`src/rtl/tl_pkg.sv`:
```
`default_nettype none
// ============================================================================
// Package  : tl_pkg
// Purpose  : shared state codes, lamp bit indices and 7-segment decode for
//            the intersection controller
// Revision : 1.0 - initial release
// ============================================================================
package tl_pkg;

    typedef enum logic [3:0] {
        S_IDLE             = 4'd0,
        S_ALL_RED_2        = 4'd1,
        S_MAIN_RED_YELLOW  = 4'd2,
        S_MAIN_GREEN       = 4'd3,
        S_MAIN_GREEN_BLINK = 4'd4,
        S_MAIN_YELLOW      = 4'd5,
        S_ALL_RED_1        = 4'd6,
        S_SIDE_RED_YELLOW  = 4'd7,
        S_SIDE_GREEN       = 4'd8,
        S_SIDE_GREEN_BLINK = 4'd9,
        S_SIDE_YELLOW      = 4'd10,
        S_NIGHT            = 4'd11
    } state_e;

    localparam int c_RED = 0;
    localparam int c_YEL = 1;
    localparam int c_GRN = 2;

    // Segment order is gfedcba; anything above 9 is blanked.
    function automatic logic [6:0] seg7_decode(input logic [31:0] value);
        logic [6:0] pattern;
        case (value)
            32'd0:   pattern = 7'b0111111;
            32'd1:   pattern = 7'b0000110;
            32'd2:   pattern = 7'b1011011;
            32'd3:   pattern = 7'b1001111;
            32'd4:   pattern = 7'b1100110;
            32'd5:   pattern = 7'b1101101;
            32'd6:   pattern = 7'b1111101;
            32'd7:   pattern = 7'b0000111;
            32'd8:   pattern = 7'b1111111;
            32'd9:   pattern = 7'b1101111;
            default: pattern = 7'b0000000;
        endcase
        return pattern;
    endfunction

endpackage
`default_nettype wire

```
`src/rtl/tl_intersection_ctrl_if.sv`:
```
`default_nettype none
// ============================================================================
// Interface : tl_intersection_ctrl_if
// Purpose   : request inputs and lamp/countdown outputs of the controller
// Revision  : 1.0 - initial release
// ============================================================================
interface tl_intersection_ctrl_if #(
    parameter int CNT_W = 4
);
    logic             ena;
    logic             side_req;
    logic             ped_req;
    logic             night_mode;
    logic [2:0]       main_light;
    logic [2:0]       side_light;
    logic             ped_walk;
    logic             ped_wait;
    logic [CNT_W-1:0] remaining;
    logic [6:0]       seg;
    logic [3:0]       state_out;

    modport master (
        output ena, side_req, ped_req, night_mode,
        input  main_light, side_light, ped_walk, ped_wait, remaining, seg, state_out
    );

    modport slave (
        input  ena, side_req, ped_req, night_mode,
        output main_light, side_light, ped_walk, ped_wait, remaining, seg, state_out
    );
endinterface
`default_nettype wire

```
`src/rtl/tl_tick_gen.sv`:
```
`default_nettype none
// ============================================================================
// Module   : tl_tick_gen
// Purpose  : prescaler producing one timing tick every TICK_DIV enabled cycles
// Revision : 1.0 - initial release
// ============================================================================
module tl_tick_gen #(
    parameter int TICK_DIV = 4
) (
    input  logic clk,
    input  logic rst,
    input  logic i_ena,
    output logic o_tick
);
    localparam int c_DW = (TICK_DIV > 1) ? $clog2(TICK_DIV) : 1;
    localparam logic [c_DW-1:0] c_LAST = c_DW'(TICK_DIV - 1);

    logic [c_DW-1:0] r_div_cnt;

    // Gated by ena so a frozen controller never sees a tick.
    assign o_tick = i_ena && (r_div_cnt == c_LAST);

    always_ff @(posedge clk or posedge rst) begin
        if (rst) begin
            r_div_cnt <= '0;
        end else if (i_ena) begin
            r_div_cnt <= o_tick ? '0 : r_div_cnt + c_DW'(1);
        end
    end
endmodule
`default_nettype wire

```
`src/rtl/tl_intersection_ctrl.sv`:
```
`default_nettype none
// ============================================================================
// Module   : tl_intersection_ctrl
// Purpose  : main/side traffic-light controller with pedestrian phase,
//            demand-extended main green and night blink mode
// Revision : 1.0 - initial release
// ============================================================================
module tl_intersection_ctrl
    import tl_pkg::*;
#(
    parameter int TICK_DIV      = 4,
    parameter int CNT_W         = 4,
    parameter int T_IDLE        = 6,
    parameter int T_MAIN_GREEN  = 9,
    parameter int T_SIDE_GREEN  = 6,
    parameter int T_GREEN_BLINK = 5,
    parameter int T_YELLOW      = 3,
    parameter int T_RED_YELLOW  = 3,
    parameter int T_ALL_RED     = 2,
    parameter int BLINK_DIV     = 1
) (
    input  logic                 clk,
    input  logic                 rst,
    tl_intersection_ctrl_if.slave bus
);
    localparam int c_T_MAX = (1 << CNT_W) - 1;
    localparam int c_BW    = (BLINK_DIV > 1) ? $clog2(BLINK_DIV) : 1;
    localparam logic [c_BW-1:0] c_BLINK_LAST = c_BW'(BLINK_DIV - 1);

    if (TICK_DIV < 1 || BLINK_DIV < 1 ||
        T_IDLE < 1 || T_IDLE > c_T_MAX ||
        T_MAIN_GREEN < 1 || T_MAIN_GREEN > c_T_MAX ||
        T_SIDE_GREEN < 1 || T_SIDE_GREEN > c_T_MAX ||
        T_GREEN_BLINK < 1 || T_GREEN_BLINK > c_T_MAX ||
        T_YELLOW < 1 || T_YELLOW > c_T_MAX ||
        T_RED_YELLOW < 1 || T_RED_YELLOW > c_T_MAX ||
        T_ALL_RED < 1 || T_ALL_RED > c_T_MAX) begin : g_param_check
        $error("tl_intersection_ctrl: illegal parameter set");
    end

    logic             w_tick;
    state_e           r_state, w_state_nxt, w_seq_nxt;
    logic [CNT_W-1:0] r_cnt, w_cnt_nxt, w_phase_len, w_remaining;
    logic [c_BW-1:0]  r_bdiv, w_bdiv_nxt;
    logic             r_blink, w_blink_nxt;
    logic             r_ped_pending, w_ped_pending_nxt;
    logic             r_night_path, w_night_path_nxt;
    logic             w_blink_state, w_demand;
    logic [2:0]       w_main_light, w_side_light;
    logic             w_ped_walk;

    tl_tick_gen #(
        .TICK_DIV (TICK_DIV)
    ) u_tick_gen (
        .clk    (clk),
        .rst    (rst),
        .i_ena  (bus.ena),
        .o_tick (w_tick)
    );

    assign w_demand      = bus.side_req | r_ped_pending | bus.night_mode;
    assign w_blink_state = (r_state == S_IDLE) || (r_state == S_NIGHT) ||
                           (r_state == S_MAIN_GREEN_BLINK) || (r_state == S_SIDE_GREEN_BLINK);

    always_comb begin
        w_phase_len = '0;
        w_seq_nxt   = r_state;
        case (r_state)
            S_IDLE:             begin w_phase_len = CNT_W'(T_IDLE);        w_seq_nxt = S_ALL_RED_2;        end
            S_ALL_RED_2:        begin w_phase_len = CNT_W'(T_ALL_RED);     w_seq_nxt = S_MAIN_RED_YELLOW;  end
            S_MAIN_RED_YELLOW:  begin w_phase_len = CNT_W'(T_RED_YELLOW);  w_seq_nxt = S_MAIN_GREEN;       end
            S_MAIN_GREEN:       begin w_phase_len = CNT_W'(T_MAIN_GREEN);                                  end
            S_MAIN_GREEN_BLINK: begin w_phase_len = CNT_W'(T_GREEN_BLINK); w_seq_nxt = S_MAIN_YELLOW;      end
            S_MAIN_YELLOW:      begin
                w_phase_len = CNT_W'(T_YELLOW);
                w_seq_nxt   = r_night_path ? S_NIGHT : S_ALL_RED_1;
            end
            S_ALL_RED_1:        begin w_phase_len = CNT_W'(T_ALL_RED);     w_seq_nxt = S_SIDE_RED_YELLOW;  end
            S_SIDE_RED_YELLOW:  begin w_phase_len = CNT_W'(T_RED_YELLOW);  w_seq_nxt = S_SIDE_GREEN;       end
            S_SIDE_GREEN:       begin w_phase_len = CNT_W'(T_SIDE_GREEN);  w_seq_nxt = S_SIDE_GREEN_BLINK; end
            S_SIDE_GREEN_BLINK: begin w_phase_len = CNT_W'(T_GREEN_BLINK); w_seq_nxt = S_SIDE_YELLOW;      end
            S_SIDE_YELLOW:      begin w_phase_len = CNT_W'(T_YELLOW);      w_seq_nxt = S_ALL_RED_2;        end
            default:            begin w_phase_len = '0;                    w_seq_nxt = r_state;            end
        endcase
    end

    always_ff @(posedge clk or posedge rst) begin
        if (rst) begin
            r_state       <= S_IDLE;
            r_cnt         <= '0;
            r_bdiv        <= '0;
            r_blink       <= 1'b0;
            r_ped_pending <= 1'b0;
            r_night_path  <= 1'b0;
        end else begin
            r_state       <= w_state_nxt;
            r_cnt         <= w_cnt_nxt;
            r_bdiv        <= w_bdiv_nxt;
            r_blink       <= w_blink_nxt;
            r_ped_pending <= w_ped_pending_nxt;
            r_night_path  <= w_night_path_nxt;
        end
    end

    always_comb begin
        w_state_nxt      = r_state;
        w_cnt_nxt        = r_cnt;
        w_night_path_nxt = r_night_path;
        if (w_tick) begin
            case (r_state)
                // Main green saturates at its full length and waits for demand.
                S_MAIN_GREEN: begin
                    if (r_cnt != w_phase_len) begin
                        w_cnt_nxt = r_cnt + CNT_W'(1);
                    end else if (w_demand) begin
                        w_state_nxt      = S_MAIN_GREEN_BLINK;
                        w_cnt_nxt        = '0;
                        w_night_path_nxt = bus.night_mode;
                    end
                end
                S_NIGHT: begin
                    if (!bus.night_mode) begin
                        w_state_nxt      = S_ALL_RED_2;
                        w_night_path_nxt = 1'b0;
                    end
                end
                default: begin
                    if (r_cnt == w_phase_len - CNT_W'(1)) begin
                        w_state_nxt = w_seq_nxt;
                        w_cnt_nxt   = '0;
                    end else begin
                        w_cnt_nxt = r_cnt + CNT_W'(1);
                    end
                end
            endcase
        end

        w_blink_nxt = r_blink;
        w_bdiv_nxt  = r_bdiv;
        if (w_state_nxt != r_state) begin
            w_blink_nxt = 1'b0;
            w_bdiv_nxt  = '0;
        end else if (w_tick && w_blink_state) begin
            if (r_bdiv == c_BLINK_LAST) begin
                w_bdiv_nxt  = '0;
                w_blink_nxt = ~r_blink;
            end else begin
                w_bdiv_nxt = r_bdiv + c_BW'(1);
            end
        end

        // Entry into side green serves the request and masks a same-cycle press.
        w_ped_pending_nxt = r_ped_pending;
        if (r_state != S_SIDE_GREEN) begin
            if (w_state_nxt == S_SIDE_GREEN) begin
                w_ped_pending_nxt = 1'b0;
            end else if (bus.ped_req) begin
                w_ped_pending_nxt = 1'b1;
            end
        end
    end

    always_comb begin
        w_main_light = 3'b000;
        w_side_light = 3'b000;
        w_ped_walk   = 1'b0;
        case (r_state)
            S_IDLE, S_NIGHT: begin
                w_main_light[c_YEL] = r_blink;
                w_side_light[c_YEL] = r_blink;
            end
            S_MAIN_RED_YELLOW: begin
                w_main_light[c_RED] = 1'b1;
                w_main_light[c_YEL] = 1'b1;
                w_side_light[c_RED] = 1'b1;
            end
            S_MAIN_GREEN: begin
                w_main_light[c_GRN] = 1'b1;
                w_side_light[c_RED] = 1'b1;
            end
            S_MAIN_GREEN_BLINK: begin
                w_main_light[c_GRN] = r_blink;
                w_side_light[c_RED] = 1'b1;
            end
            S_MAIN_YELLOW: begin
                w_main_light[c_YEL] = 1'b1;
                w_side_light[c_RED] = 1'b1;
            end
            S_ALL_RED_1, S_ALL_RED_2: begin
                w_main_light[c_RED] = 1'b1;
                w_side_light[c_RED] = 1'b1;
            end
            S_SIDE_RED_YELLOW: begin
                w_main_light[c_RED] = 1'b1;
                w_side_light[c_RED] = 1'b1;
                w_side_light[c_YEL] = 1'b1;
            end
            S_SIDE_GREEN: begin
                w_main_light[c_RED] = 1'b1;
                w_side_light[c_GRN] = 1'b1;
                w_ped_walk          = 1'b1;
            end
            S_SIDE_GREEN_BLINK: begin
                w_main_light[c_RED] = 1'b1;
                w_side_light[c_GRN] = r_blink;
                w_ped_walk          = r_blink;
            end
            S_SIDE_YELLOW: begin
                w_main_light[c_RED] = 1'b1;
                w_side_light[c_YEL] = 1'b1;
            end
            default: begin
                w_main_light = 3'b000;
                w_side_light = 3'b000;
            end
        endcase
        w_remaining = (r_state == S_NIGHT) ? '0 : (w_phase_len - r_cnt);
    end

    assign bus.main_light = w_main_light;
    assign bus.side_light = w_side_light;
    assign bus.ped_walk   = w_ped_walk;
    assign bus.ped_wait   = r_ped_pending;
    assign bus.remaining  = w_remaining;
    assign bus.seg        = seg7_decode(32'(w_remaining));
    assign bus.state_out  = r_state;
endmodule
`default_nettype wire

```
`src/flat_wrapper.sv`:
```
// flat-port wrapper written by rule: the top's interface ports become plain ports
module tl_intersection_ctrl_flat import tl_pkg::*;
#(
    parameter int TICK_DIV      = 4,
    parameter int CNT_W         = 4,
    parameter int T_IDLE        = 6,
    parameter int T_MAIN_GREEN  = 9,
    parameter int T_SIDE_GREEN  = 6,
    parameter int T_GREEN_BLINK = 5,
    parameter int T_YELLOW      = 3,
    parameter int T_RED_YELLOW  = 3,
    parameter int T_ALL_RED     = 2,
    parameter int BLINK_DIV     = 1
)
  (clk, rst, bus_ena, bus_side_req, bus_ped_req, bus_night_mode, bus_main_light, bus_side_light, bus_ped_walk, bus_ped_wait, bus_remaining, bus_seg, bus_state_out);
  tl_intersection_ctrl_if #(.CNT_W(CNT_W)) bus_i ();
  input  logic clk;
  input  logic rst;
  input wire logic [$bits(bus_i.ena)-1:0] bus_ena;
  input wire logic [$bits(bus_i.side_req)-1:0] bus_side_req;
  input wire logic [$bits(bus_i.ped_req)-1:0] bus_ped_req;
  input wire logic [$bits(bus_i.night_mode)-1:0] bus_night_mode;
  output wire logic [$bits(bus_i.main_light)-1:0] bus_main_light;
  output wire logic [$bits(bus_i.side_light)-1:0] bus_side_light;
  output wire logic [$bits(bus_i.ped_walk)-1:0] bus_ped_walk;
  output wire logic [$bits(bus_i.ped_wait)-1:0] bus_ped_wait;
  output wire logic [$bits(bus_i.remaining)-1:0] bus_remaining;
  output wire logic [$bits(bus_i.seg)-1:0] bus_seg;
  output wire logic [$bits(bus_i.state_out)-1:0] bus_state_out;
  assign bus_i.ena = bus_ena;
  assign bus_i.side_req = bus_side_req;
  assign bus_i.ped_req = bus_ped_req;
  assign bus_i.night_mode = bus_night_mode;
  assign bus_main_light = bus_i.main_light;
  assign bus_side_light = bus_i.side_light;
  assign bus_ped_walk = bus_i.ped_walk;
  assign bus_ped_wait = bus_i.ped_wait;
  assign bus_remaining = bus_i.remaining;
  assign bus_seg = bus_i.seg;
  assign bus_state_out = bus_i.state_out;
  tl_intersection_ctrl #(.TICK_DIV(TICK_DIV), .CNT_W(CNT_W), .T_IDLE(T_IDLE), .T_MAIN_GREEN(T_MAIN_GREEN), .T_SIDE_GREEN(T_SIDE_GREEN), .T_GREEN_BLINK(T_GREEN_BLINK), .T_YELLOW(T_YELLOW), .T_RED_YELLOW(T_RED_YELLOW), .T_ALL_RED(T_ALL_RED), .BLINK_DIV(BLINK_DIV)) u_core (.clk(clk), .rst(rst), .bus(bus_i));
endmodule
```
`config.mk`:
```
export PLATFORM = sky130hd
export DESIGN_NAME = tl_intersection_ctrl_flat
export DESIGN_NICKNAME = d
export VERILOG_FILES = /design/src/rtl/tl_pkg.sv /design/src/rtl/tl_intersection_ctrl_if.sv /design/src/rtl/tl_tick_gen.sv /design/src/rtl/tl_intersection_ctrl.sv /design/src/flat_wrapper.sv
export SDC_FILE = /design/constraint.sdc
export NUM_CORES = 1
export LEC_CHECK = 0
export BUFFER_PORTS_ARGS = -buffer_cell sky130_fd_sc_hd__buf_2
export CORE_ASPECT_RATIO = 1.5
export CORE_UTILIZATION = 50
export CTS_CLUSTER_DIAMETER = 40
export DETAILED_ROUTE_END_ITERATION = 7
export HOLD_SLACK_MARGIN = 0.08
export PLACE_DENSITY_LB_ADDON = 0.05
export SLEW_MARGIN = 20
export SYNTH_ARGS = -nofsm -noshare
export SYNTH_HDL_FRONTEND = slang
export SYNTH_SLANG_ARGS = --single-unit
export TNS_END_PERCENT = 50
```
`constraint.sdc`:
```
create_clock -name clk -period 3.8 [get_ports clk]
set_input_delay 0.57 -clock clk [delete_from_list [all_inputs] [get_ports clk]]
set_output_delay 0.57 -clock clk [all_outputs]
set_load 0.01 [all_outputs]
```
==> impl_metrics.ini <==
[run_status]
status = finished, final reports clean

[timing]
timing.clock.skew_ps = 1.911
worstMarginPinSlew_ps = 681.1
report.final.slew_viol_count = 0
report.final.hold_viol_count = 0
rsz0062_at_grt = no
max_slew_margin = 0.5388
fmax_mhz = 280.5
fin_crit_ps = 3565
setup-tns-final_ps = 0
tightest_hold_margin_ps = 344.2
report.final.setup_viol = 0
final_min_period_over_clock_period = 0.9380

[power]
p_leak_nw = 0.7865
worst_ir_drop_vdd_mv = 0.5861
power_per_cell_area_nw_per_um2 = 943.1

[global_routing]
first_global_vias = 1298
grt_start_max_net_pins = 17
grt_antenna_before_repair = 0
grt_overflow_total = 0
grt.total_usage = 0.2507
global_route_wire_length_before_repair_mm = 5.582

[run]
drv.max_cap_violation_count = 0

[worst_setup_path]
cp.arrival_ps = 2990
worst_ep_required_time_ps = 3230
worst-path-max-fanout = 13
crit_type = reg -> out
critical_path.startpoint_type = flip-flop
setup.worst_path.start = u_core.bus.state_out[3]
worst_r2r_startpoint = u_core.bus.state_out[0]
setup.worst_path.end_class = output port

[floorplanning]
die_w_um = 45.21
start_util = 0.5231
placementRows = 23
boundaryPins = 29
core_area_sq_um = 2676
die_h_um = 66.81
die_area_sq_um = 3020

[yosys]
syn_nets = 199
synthMostInstantiatedCell = sky130_fd_sc_hd__nor2_1
ys_top_cells_by_count = sky130_fd_sc_hd__nor2_1 (23), sky130_fd_sc_hd__o21ai_0 (22), sky130_fd_sc_hd__nand2_1 (16)
synth.ff_latch_count = 13
synth_async_sr_flop_share = 1.000
yosysSeqAreaShare = 0.2324
synthesis.area_sq_um = 1400
avgSynthCellArea_sq_um = 7.735
synth_top_cells_by_area = sky130_fd_sc_hd__dfrtp_1 (23%), sky130_fd_sc_hd__ha_1 (9.8%), sky130_fd_sc_hd__o21ai_0 (7.9%), sky130_fd_sc_hd__nor2_1 (6.2%), sky130_fd_sc_hd__nand2_1 (4.3%)
dominantRegCellSynth = sky130_fd_sc_hd__dfrtp_1
synth-warning-count = 0
synthesis.instances = 181
synth_largest_type_area_fraction = 0.2324
yosys.area.top_type = sky130_fd_sc_hd__dfrtp_1
synth-edff-count = 0
yosysUniqueCellTypes = 49

[final_layout]
fin_area_sq_um = 1639
area_growth_syn_to_layout_pct = 17.07
final_layout_size_suffix_gt1_frac = 0.2238
n_antenna_cell = 0
total_number_of_nets_in_the_final_design = 229

[detailed_routing]
routed_wirelength_mm = 3.392
remaining_drc_errors = 0
vias = 1427
first_pass_iters = 4
via_to_cell_ratio = 5.777
detail_route_antenna_nets = 0
initialDrtViolationCount = 67
wl_per_cell_um = 13.73

[placement]
hpwlAfterDp_mm = 2.746
io_buffers = 28
placed_area_sq_um = 1585
place_congestion = 0.8908

[clock_network]
clk-insertion-delay-late_ps = 240
cts.sink_count = 13
cts_hold_buffers = 0
number_of_buffers_inserted_during_clock_tree_synthesis = 3
cts_htree_levels = 1
tritoncts = done
ctsRootBufferMaster = sky130_fd_sc_hd__clkbuf_8
clock_buffer_depth = 2
cts.clk_slew.worst_paths_ps = 50

[min_path]
hold_path_class = in -> async
[final timing paths]
check | endpoint | slack [ps] | depth (start not counted)
min in group clk | u_core.u_tick_gen.r_div_cnt[0] | 490 | 1
hold / removal | u_core.bus.ped_wait | 340 | 2
setup / recovery | bus_seg[0] | 240 | 14
max in group asynchronous | u_core.bus.state_out[0] | 3090 | 2
setup reg to reg | u_core.r_blink | 720 | 12
hold reg to reg | u_core.u_tick_gen.r_div_cnt[0] | 490 | 1
[logic make-up after synthesis]
| family | count (synthesis) | synth area share |
|---|---|---|
| AND/OR/NAND/NOR | 66 | 0.2270 |
| AO/OA/AOI/OAI | 54 | 0.2476 |
| buffers and inverters | 21 | 0.06523 |
| flip-flops | 13 | 0.2323 |
| multiplexers | 7 | 0.05451 |
| adder cells (fa/ha/maj) | 12 | 0.1126 |
| XOR/XNOR | 8 | 0.06077 |
[final cells by class]
class / instances / area (sq um)
fillers: 277 / 1037
repair buffers: 34 / 185.2
inverters: 12 / 48.80
well taps: 37 / 46.29
flip-flops and latches: 13 / 327.8
multi-input cells: 147 / 985.9
clock buffers: 4 / 45.04
[where the power goes]
part	switching, W	total, W	internal [W]	leakage, nW
clock	0.0000486	0.000123	0.0000740	0.0228
sequential	0.0000662	0.000241	0.000175	0.163
combinational	0.000653	0.00118	0.000529	0.601
total	0.000768	0.00155	0.000778	0.786
[critical path, stage by stage, from the launching register on]
cell                         delay (ps)
sky130_fd_sc_hd__dfrtp_1            380
sky130_fd_sc_hd__clkinvlp_4         170
sky130_fd_sc_hd__nor2_2             160
sky130_fd_sc_hd__nand2_1             80
sky130_fd_sc_hd__nand2_1             80
sky130_fd_sc_hd__o21ai_0            120
sky130_fd_sc_hd__ha_1               250
sky130_fd_sc_hd__fa_1               410
sky130_fd_sc_hd__xor3_1             390
sky130_fd_sc_hd__o21ai_0             90
sky130_fd_sc_hd__buf_4              200
sky130_fd_sc_hd__nor2_1              60
sky130_fd_sc_hd__a21oi_1            120
sky130_fd_sc_hd__o21ai_0             90
sky130_fd_sc_hd__buf_2              150
[stage by stage]
stage / util / power (W) / cells / setup WS [ps]
after floorplan: - / 0.001026 / 181 / 124.6
after global placement: 0.5923 / 0.001392 / 243 / 436.2
after detailed placement: 0.5923 / 0.001428 / 243 / 412.5
after CTS: 0.6092 / 0.001558 / 247 / 126.1
after global routing: 0.6124 / 0.001711 / 247 / 21.94
final: 0.6124 / 0.001546 / 247 / 235.5
[layout by cell type (no fill, tap or decap), types with 4 or more instances in the layout]
cell type	synthesis	final
sky130_fd_sc_hd__nand2_1	16	16
sky130_fd_sc_hd__inv_1	11	11
sky130_fd_sc_hd__xnor2_1	4	4
sky130_fd_sc_hd__ha_1	11	11
sky130_fd_sc_hd__nand3_1	9	9
sky130_fd_sc_hd__o21ai_0	22	22
sky130_fd_sc_hd__a21oi_1	9	9
sky130_fd_sc_hd__buf_2	1	28
sky130_fd_sc_hd__buf_4	1	6
sky130_fd_sc_hd__mux2i_1	5	5
sky130_fd_sc_hd__dfrtp_1	13	11
sky130_fd_sc_hd__nor2_1	23	22
[routing by layer]
metal	vias up	wire, um	GRT usage
met5	-	0	0
met4	0	115	0.1212
met3	12	125	0.02981
met2	55	1746	0.4420
met1	649	1404	0.2869
li1	711	-	-
[repair_timing]
item                       CTS  global route
resized for setup            0             4
setup endpoints to repair    0             7
buffers inserted             0             0
[registers in the layout, summed over array words and instances, names as in the netlist]
name	count
u_core.bus.ped_wait	1
u_core.bus.state_out	4
u_core.r_night_path	1
u_core.r_cnt	4
u_core.r_blink	1
u_core.u_tick_gen.r_div_cnt	2
(Power assumes the default switching activity.)
